==> config.mk <==
export PLATFORM = sky130hd
export DESIGN_NAME = serial_subtractor_nbit_flat
export DESIGN_NICKNAME = d
export VERILOG_FILES = /design/src/rtl/sfq_arith_pkg.sv /design/src/rtl/serial_subtractor_nbit_if.sv /design/src/rtl/full_subtractor_1bit.sv /design/src/rtl/serial_subtractor_nbit.sv /design/src/flat_wrapper.sv
export SDC_FILE = /design/constraint.sdc
export NUM_CORES = 1
export LEC_CHECK = 0
export BUFFER_PORTS_ARGS = -buffer_cell sky130_fd_sc_hd__buf_4
export CORE_MARGIN = 2
export CORE_UTILIZATION = 48
export DETAILED_ROUTE_END_ITERATION = 7
export GPL_TIMING_DRIVEN = 0
export PLACE_DENSITY = 0.73
export SLEW_MARGIN = 15
export SYNTH_ARGS = -nofsm -noshare
export SYNTH_HDL_FRONTEND = slang
export SYNTH_HIERARCHICAL = 1
export SYNTH_SLANG_ARGS = --single-unit
==> constraint.sdc <==
create_clock -name clk -period 1.7 [get_ports clk]
set_clock_uncertainty 0.2 [all_clocks]
set_input_delay 0.34 -clock clk [delete_from_list [all_inputs] [get_ports clk]]
set_output_delay 0.34 -clock clk [all_outputs]
set_load 0.05 [all_outputs]
==> src/rtl/sfq_arith_pkg.sv <==
`timescale 1ns/1ps
`default_nettype none
// ============================================================================
// Module      : sfq_arith_pkg
// Description : Shared state encoding, default width and borrow/overflow
//               helpers for the serial arithmetic blocks and their checkers.
// Revision    : 1.0 - initial release
// ============================================================================
package sfq_arith_pkg;

  localparam int c_default_width = 4;

  typedef enum logic [1:0] {
    IDLE = 2'd0,
    RUN  = 2'd1,
    DONE = 2'd2
  } state_t;

  function automatic logic sub_diff(input logic a, input logic b, input logic bin);
    return a ^ b ^ bin;
  endfunction

  function automatic logic sub_borrow(input logic a, input logic b, input logic bin);
    return (~a & b) | (~(a ^ b) & bin);
  endfunction

  // Overflow only when operand signs differ and the result sign departs from a.
  function automatic logic sub_ovf(input logic a_msb, input logic b_msb, input logic d_msb);
    return (a_msb ^ b_msb) & (d_msb ^ a_msb);
  endfunction

endpackage
`default_nettype wire

==> src/rtl/serial_subtractor_nbit_if.sv <==
`timescale 1ns/1ps
`default_nettype none
// ============================================================================
// Module      : serial_subtractor_nbit_if
// Description : Operand/result handshake bundle for the bit-serial subtractor.
// Revision    : 1.0 - initial release
// ============================================================================
interface serial_subtractor_nbit_if
  import sfq_arith_pkg::*;
#(
  parameter int WIDTH = c_default_width
);
  logic             in_valid;
  logic             in_ready;
  logic [WIDTH-1:0] a;
  logic [WIDTH-1:0] b;
  logic             bin;
  logic             out_valid;
  logic             out_ready;
  logic [WIDTH-1:0] diff;
  logic             bout;
  logic             ovf;
  logic             busy;

  modport slave (
    input  in_valid, a, b, bin, out_ready,
    output in_ready, out_valid, diff, bout, ovf, busy
  );

  modport master (
    output in_valid, a, b, bin, out_ready,
    input  in_ready, out_valid, diff, bout, ovf, busy
  );
endinterface
`default_nettype wire

==> src/rtl/full_subtractor_1bit.sv <==
`timescale 1ns/1ps
`default_nettype none
// ============================================================================
// Module      : full_subtractor_1bit
// Description : Combinational one-bit full subtractor cell (d, bout).
// Revision    : 1.0 - initial release
// ============================================================================
module full_subtractor_1bit
  import sfq_arith_pkg::*;
(
  input  wire logic a,
  input  wire logic b,
  input  wire logic bin,
  output logic      d,
  output logic      bout
);
  assign d    = sub_diff(a, b, bin);
  assign bout = sub_borrow(a, b, bin);
endmodule
`default_nettype wire

==> src/rtl/serial_subtractor_nbit.sv <==
`timescale 1ns/1ps
`default_nettype none
// ============================================================================
// Module      : serial_subtractor_nbit
// Description : Bit-serial a - b - bin, LSB first, one cell evaluation per clk.
// Revision    : 1.0 - initial release
// ============================================================================
module serial_subtractor_nbit
  import sfq_arith_pkg::*;
#(
  parameter int WIDTH = c_default_width
)(
  input  wire logic clk,
  input  wire logic rst,
  serial_subtractor_nbit_if.slave bus
);
  localparam int                 c_cnt_w = $clog2(WIDTH);
  localparam logic [c_cnt_w-1:0] c_last  = c_cnt_w'(WIDTH - 1);

  state_t             r_state;
  state_t             w_next;
  logic [WIDTH-1:0]   r_sh_a;
  logic [WIDTH-1:0]   r_sh_b;
  logic [WIDTH-2:0]   r_dsh;
  logic [WIDTH-1:0]   w_dsh_next;
  logic [WIDTH-1:0]   r_diff;
  logic [c_cnt_w-1:0] r_cnt;
  logic               r_borrow;
  logic               r_bout;
  logic               r_ovf;
  logic               r_a_msb;
  logic               r_b_msb;
  logic               w_d;
  logic               w_bo;
  logic               w_last;
  logic               w_accept;
  logic               w_in_ready;
  logic               w_out_valid;
  logic               w_busy;

  full_subtractor_1bit u_cell (
    .a    (r_sh_a[0]),
    .b    (r_sh_b[0]),
    .bin  (r_borrow),
    .d    (w_d),
    .bout (w_bo)
  );

  assign w_last     = (r_cnt == c_last);
  assign w_accept   = w_in_ready & bus.in_valid;
  assign w_dsh_next = {w_d, r_dsh};

  always_ff @(posedge clk or posedge rst) begin
    if (rst) r_state <= IDLE;
    else     r_state <= w_next;
  end

  always_comb begin
    w_next      = r_state;
    w_in_ready  = 1'b0;
    w_out_valid = 1'b0;
    w_busy      = 1'b0;
    case (r_state)
      IDLE: begin
        w_in_ready = 1'b1;
        if (bus.in_valid) w_next = RUN;
      end
      RUN: begin
        w_busy = 1'b1;
        if (w_last) w_next = DONE;
      end
      DONE: begin
        w_busy      = 1'b1;
        w_out_valid = 1'b1;
        if (bus.out_ready) w_next = IDLE;
      end
      default: w_next = IDLE;
    endcase
  end

  // Visible results only move on the final RUN edge; the shift reg is scratch.
  always_ff @(posedge clk or posedge rst) begin
    if (rst) begin
      r_sh_a   <= '0;
      r_sh_b   <= '0;
      r_dsh    <= '0;
      r_diff   <= '0;
      r_cnt    <= '0;
      r_borrow <= 1'b0;
      r_bout   <= 1'b0;
      r_ovf    <= 1'b0;
      r_a_msb  <= 1'b0;
      r_b_msb  <= 1'b0;
    end else if (w_accept) begin
      r_sh_a   <= bus.a;
      r_sh_b   <= bus.b;
      r_borrow <= bus.bin;
      r_a_msb  <= bus.a[WIDTH-1];
      r_b_msb  <= bus.b[WIDTH-1];
      r_cnt    <= '0;
      r_dsh    <= '0;
    end else if (r_state == RUN) begin
      r_sh_a   <= {1'b0, r_sh_a[WIDTH-1:1]};
      r_sh_b   <= {1'b0, r_sh_b[WIDTH-1:1]};
      r_dsh    <= w_dsh_next[WIDTH-1:1];
      r_borrow <= w_bo;
      if (w_last) begin
        r_diff <= w_dsh_next;
        r_bout <= w_bo;
        r_ovf  <= sub_ovf(r_a_msb, r_b_msb, w_d);
      end else begin
        r_cnt <= r_cnt + 1'b1;
      end
    end
  end

  assign bus.in_ready  = w_in_ready;
  assign bus.out_valid = w_out_valid;
  assign bus.busy      = w_busy;
  assign bus.diff      = r_diff;
  assign bus.bout      = r_bout;
  assign bus.ovf       = r_ovf;

endmodule
`default_nettype wire

==> src/flat_wrapper.sv <==
// flat-port wrapper written by rule: the top's interface ports become plain ports
module serial_subtractor_nbit_flat import sfq_arith_pkg::*;
#(
  parameter int WIDTH = c_default_width
)
  (clk, rst, bus_in_valid, bus_a, bus_b, bus_bin, bus_out_ready, bus_in_ready, bus_out_valid, bus_diff, bus_bout, bus_ovf, bus_busy);
  serial_subtractor_nbit_if #(.WIDTH(WIDTH)) bus_i ();
  input  wire logic clk;
  input  wire logic rst;
  input wire logic [$bits(bus_i.in_valid)-1:0] bus_in_valid;
  input wire logic [$bits(bus_i.a)-1:0] bus_a;
  input wire logic [$bits(bus_i.b)-1:0] bus_b;
  input wire logic [$bits(bus_i.bin)-1:0] bus_bin;
  input wire logic [$bits(bus_i.out_ready)-1:0] bus_out_ready;
  output wire logic [$bits(bus_i.in_ready)-1:0] bus_in_ready;
  output wire logic [$bits(bus_i.out_valid)-1:0] bus_out_valid;
  output wire logic [$bits(bus_i.diff)-1:0] bus_diff;
  output wire logic [$bits(bus_i.bout)-1:0] bus_bout;
  output wire logic [$bits(bus_i.ovf)-1:0] bus_ovf;
  output wire logic [$bits(bus_i.busy)-1:0] bus_busy;
  assign bus_i.in_valid = bus_in_valid;
  assign bus_i.a = bus_a;
  assign bus_i.b = bus_b;
  assign bus_i.bin = bus_bin;
  assign bus_i.out_ready = bus_out_ready;
  assign bus_in_ready = bus_i.in_ready;
  assign bus_out_valid = bus_i.out_valid;
  assign bus_diff = bus_i.diff;
  assign bus_bout = bus_i.bout;
  assign bus_ovf = bus_i.ovf;
  assign bus_busy = bus_i.busy;
  serial_subtractor_nbit #(.WIDTH(WIDTH)) u_core (.clk(clk), .rst(rst), .bus(bus_i));
endmodule
After elaboration in Yosys (flattened, before gate mapping)
Cells that the tools add are included.
{"block": "word_totals", "ff_bits": 24, "latchBits": 0, "ramBits": 0, "rom_bits": 0, "in_bits": 13, "output_inout_bits": 9, "word_cells": 55, "memories": 0}
{"block": "classes", "n_addsub": 1, "mul": 0, "div": 0, "n_lt_le_gt_ge": 0, "eq_ne": 7, "n_shift": 0, "mux": 18, "bitwise": 12, "reduce_logical": 6}
{"op": "$mux 4", "n": 4}
{"op": "$mux 2", "n": 6}
{"op": "$mux 3", "n": 2}
{"op": "$ne 2x2->1 const B", "n": 3}
{"op": "$pmux 2 s3", "n": 1}
{"op": "$reduce_and 3->1", "n": 2}
{"op": "$mux 1", "n": 5}
{"op": "$and 1x1->1", "n": 4}
{"op": "$eq 2x2->1 const B", "n": 2}
{"op": "$xor 1x1->1", "n": 4}
{"op": "$not 1->1", "n": 3}
{"op": "$add 2x1->2 const B", "n": 1}
{"op": "$eq 2x1->1 const B", "n": 1}
{"op": "$logic_not 2->1", "n": 1}
{"op": "$ne 2x1->1 const B", "n": 1}
{"op": "$reduce_and 2->1", "n": 1}
{"op": "$reduce_bool 2->1", "n": 1}
{"op": "$reduce_or 2->1", "n": 1}
{"op": "$or 1x1->1", "n": 1}

Longest topological paths before layout
{"block": "logic_depth", "depth_word": 6, "ltp_mapped": 7, "mapped_depth_nobuf": 5}

By module
Netlist, hierarchy kept.
{"mod": "serial_subtractor_nbit", "n_inst": 1, "cells_each": 91, "area_each_um2": 1173.6, "seq_area_each_um2": 600.6}
{"mod": "full_subtractor_1bit", "n_inst": 1, "cells_each": 4, "area_each_um2": 31.3, "seq_area_each_um2": 0.0}

Worst setup path before layout
No wires, ideal clock.
{"block": "synth_path", "kind": "reg2reg", "from": "register u_core.r_state[0]", "to": "register u_core.r_bout (netlist: u_core/bus.bout)", "setup_ps": 125, "t_arrival_ps": 1698, "required_time_ps": 1375, "path_slack_ps": -323, "path_stages_with_launch": 7, "path_cell_list": "dfrtp_1 inv_1 ha_1 and2_1 buf_6 nor2_8 mux2_4"}
{"block": "synth_between", "elab_chain_cells": 5}
{"item": "start, declared", "line": "serial_subtractor_nbit.sv:20", "text": "state_t r_state;"}
{"item": "start signal, assigned", "line": "serial_subtractor_nbit.sv:55", "text": "else r_state <= w_next;"}
{"item": "$logic_not 2->1", "line": "serial_subtractor_nbit.sv:63", "text": "case (r_state)"}
{"item": "$mux 1", "line": "serial_subtractor_nbit.sv:63"}
{"item": "net bus_in_ready", "line": "flat_wrapper.sv:15", "text": "output wire logic [$bits(bus_i.in_ready)-1:0] bus_in_ready;"}
{"item": "$and 1x1->1", "line": "serial_subtractor_nbit.sv:50", "text": "assign w_accept = w_in_ready & bus.in_valid;"}
{"item": "$not 1->1 (no source line)"}
{"item": "$reduce_and 3->1 (no source line)"}
{"item": "end signal, assigned", "line": "serial_subtractor_nbit.sv:109", "text": "r_bout <= w_bo;"}
{"item": "end, declared", "line": "serial_subtractor_nbit.sv:29", "text": "logic r_bout;"}
The timed path passes the listed nets, and every way through them passes these cells.
A chain may end at the register's enable or synchronous reset.

Worst setup path after layout
{"block": "layout_path", "from": "register u_core.r_state[1]", "to": "output port bus_busy"}
{"block": "layout_between", "elab_chain_cells": 3}
{"item": "$eq 2x2->1 / $eq 2x1->1 (equally long branches)", "line": "serial_subtractor_nbit.sv:63"}
{"item": "$reduce_or 2->1 (no source line) *"}
{"item": "$mux 1 *", "line": "serial_subtractor_nbit.sv:63"}
{"item": "end, declared", "line": "flat_wrapper.sv:20", "text": "output wire logic [$bits(bus_i.busy)-1:0] bus_busy;"}
Every way passes the cells marked *; elsewhere a longest branch is shown, timed or not.

==> flow_summary.ini <==
[cells_and_area]
drive_gt1_share_pct = 43.20
utilization_pct = 64.20
fin_nets = 145
fill_cells = 200
diodes = 0
synthToLayoutAreaGrowth_pct = 29.60

[sta]
layout_min_cycle_time_ns = 1.784
rsz0062_at_grt = true
fin_ws_ns = -0.08409
finalSetupViolCount = 6
drv_slew = 0
hold-worst-slack_ns = 0.01557
worstMarginPinSlew_ns = 0.9222
period_share_pct = 104.9
finalHoldViolCount = 0
slew_headroom_pct = 38.45
clock.fmax_mhz = 560.5

[critical_path]
max_stage_delay_ns = 0.44
crit_chain = inv_2 > ha_4 > buf_8
crit_required_ns = 1.16
crit_type = reg2out
end_kind = primary output
crit_path_max_fanout = 3
cp.buffers_inverters = 2
path_delay_family = flip-flops
reg2reg_slack_ns = -0.07
reg2reg_from = u_core/r_state[0]
reg2regPathDepth = 5
r2r-end = u_core/r_state[0]
worstPathArrival_ns = 1.24
cp_num_cells = 3
cp-start-kind = flip-flop
crit_start = u_core/r_state[1]
crit_end = bus_busy
cp_slowest_cell = dfrtp_1

[power_and_ir_drop]
power_density_mw_per_mm2 = 2153
swShare_pct = 39.89
sequentialPowerShare_pct = 29.4
share_comb_of_total_power_pct = 58.3
total_leakage_power_nw = 0.7690
pwr-share-clk_pct = 12.3
intPower_w = 0.002021
power_switching_w = 0.001341
ir_worst_vdd_uv = 1604

[drt]
ant_nets = 0
dr.first_iter.drc_count = 8
viasPerCell = 5.058
num_vias = 784
totalWireLength_um = 2186
drcViolationCount = 0
firstDrtPassIters = 3
wl_per_cell_um = 14.10

[outcome]
violations = setup timing
status = complete, but fails checks

[yosys]
post-synth-top-count-cell = dfrtp_1
synthTopCellsByCount = 24 x dfrtp_1, 11 x mux2i_1, 8 x inv_1, 8 x mux2_4, 8 x nand2_1
ys.flop_type = dfrtp_1
yosys.area.top_type_share_pct = 49.84
yosysSeqAreaShare_pct = 49.84
yosys.area_share.adder_pct = 6.854
synth_edf_count = 0
synth-compound-area-share_pct = 6.957
synth_mux_area_share_pct = 20.98
synth_cells = 95
ys_warn_count = 6
ys_seq_elements = 24
synth.avg_cell_area_um2 = 12.68
synth_top_area_cell = dfrtp_1
synth_cell_types = 22
syn-num-nets = 114
synth_xor_area_share_pct = 0.7269
synthSimpleGateAreaFrac_pct = 8.827
synth_top_family_by_area = multiplexers
synth_area_leaders = dfrtp_1 50%, mux2_4 10%, mux2i_1 9.1%
asyncSetResetFlopFracSynth_pct = 100.0
netlist_area_mm2 = 0.001205

[floorplan]
fp.dieH_um = 54.10
num_rows = 18
die_w_um = 54.10
pin_count = 22
core_area_mm2 = 0.002432
start_util_pct = 49.54
dieArea_mm2 = 0.002927

[grt]
antenna_found_initial = 0
grt_start_max_net_pins = 25
grt_overflow = 0
grt_pass1_vias = 804
grt_pass1_wl_um = 3553
grtUsageTotal_pct = 17.40

[cts]
cts_max_level = 1
clk_pin_slew_ns = 0.14
clkLatencyLatePin_ns = 0.31
cts_hold_buf = 0
clock-sinks = 24
cts.path.max_buffers = 2
root_buffer = clkbuf_4
cts_buffers = 3
cts_tree = done

[place]
dp_hpwl_um = 1503
io_buffers = 21
gp_congestion = 0.7044

[hold_path]
min_path_type = in2async

[job]
drv_cap = 0
stage by stage:
stage | instance area, um^2 | TNS (ns) | worst slack (ns) | std cells | power [W]
floorplan | 1225 | -0.003199 | -0.001599 | 95 | 0.002357
global route | 1562 | -0.6136 | -0.1269 | 155 | 0.003583
detailed placement | 1420 | -0.7233 | -0.09370 | 146 | 0.002673
finish | 1562 | -0.3598 | -0.08409 | 155 | 0.003361
CTS | 1518 | -0.9174 | -0.1001 | 153 | 0.003262
global placement | 1420 | -0.4996 | -0.06526 | 146 | 0.002611
placed cells by master (no fill, tap or decap), drive strengths merged:
cell type | synthesis | routed
a221oi | 1 | 1
a22o | 2 | 2
and2 | 1 | 1
buf | 5 | 30
bufinv | 0 | 1
clkbuf | 0 | 4
dfrtp | 24 | 24
fa | 1 | 1
ha | 5 | 5
inv | 8 | 8
mux2 | 10 | 10
mux2i | 11 | 11
nand2 | 8 | 8
nand2b | 1 | 1
nand3b | 1 | 1
nor2 | 7 | 7
nor2b | 1 | 1
o21ai | 8 | 8
xnor2 | 1 | 1
timing repair:
action,4_1_cts,5_1_grt
gates resized for setup,6,10
setup buffers,3,4
pin swaps,2,3
setup endpoints to repair,18,21
cell families after synthesis:
logic type / after synthesis
flops: 24
mux: 21
simple gates: 19
buf+inv: 13
compound gates: 11
fa+ha+maj: 6
xor+xnor: 1
power groups by stage:
stage	logic (W)	registers [W]	clock network, W
floorplan	0.00122	0.00113	0
global placement	0.00163	0.000985	0
detailed placement	0.00168	0.000995	0
CTS	0.00186	0.000983	0.000421
global route	0.00212	0.00102	0.000450
finish	0.00196	0.000987	0.000413
area by class of cell:
type,instances,area [um^2],share of cell area [%]
plain buffers,3,22.52,1.442
clock buffers,3,22.52,1.442
clock inverters,1,30.03,1.923
inverters,8,30.03,1.923
multi-input cells,58,581.8,37.26
flip-flops and latches,24,600.6,38.46
well taps,30,37.54,2.404
repair buffers,28,236.5,15.14
how the worst min path moves through the flow:
stage                         endpoint  slack, ns
detailed placement  u_core/bus.diff[2]       0.30
global route          u_core/r_sh_a[0]      0.002
global placement        u_core/r_a_msb       0.28
floorplan              u_core/bus.bout       0.15
finish              u_core/bus.diff[2]       0.02
CTS                   u_core/r_sh_a[2]       0.01
sequential cells by signal, indices dropped and copies added (netlist names), 2 cells and up:
signal,cells
u_core/bus.diff,4
u_core/r_sh_a,4
u_core/r_sh_b,4
u_core/r_dsh,3
u_core/r_cnt,2
u_core/r_state,2
metal layers:
metal	vias to the layer above	GRT usage [%]	share of wire [%]
li1	378	-	-
met1	391	20.11	42
met2	13	31.30	55
met3	2	2.500	2.8
met4	0	8.333	0.59
met5	-	0	0
worst register-to-register path, cell delays in order (launching register included):
cell	delay, ns
dfrtp_1	0.43
buf_6	0.13
ha_4	0.18
nor2b_4	0.14
a221oi_4	0.25
mux2_4	0.34
Note: power is estimated with default switching activity, not from simulation.
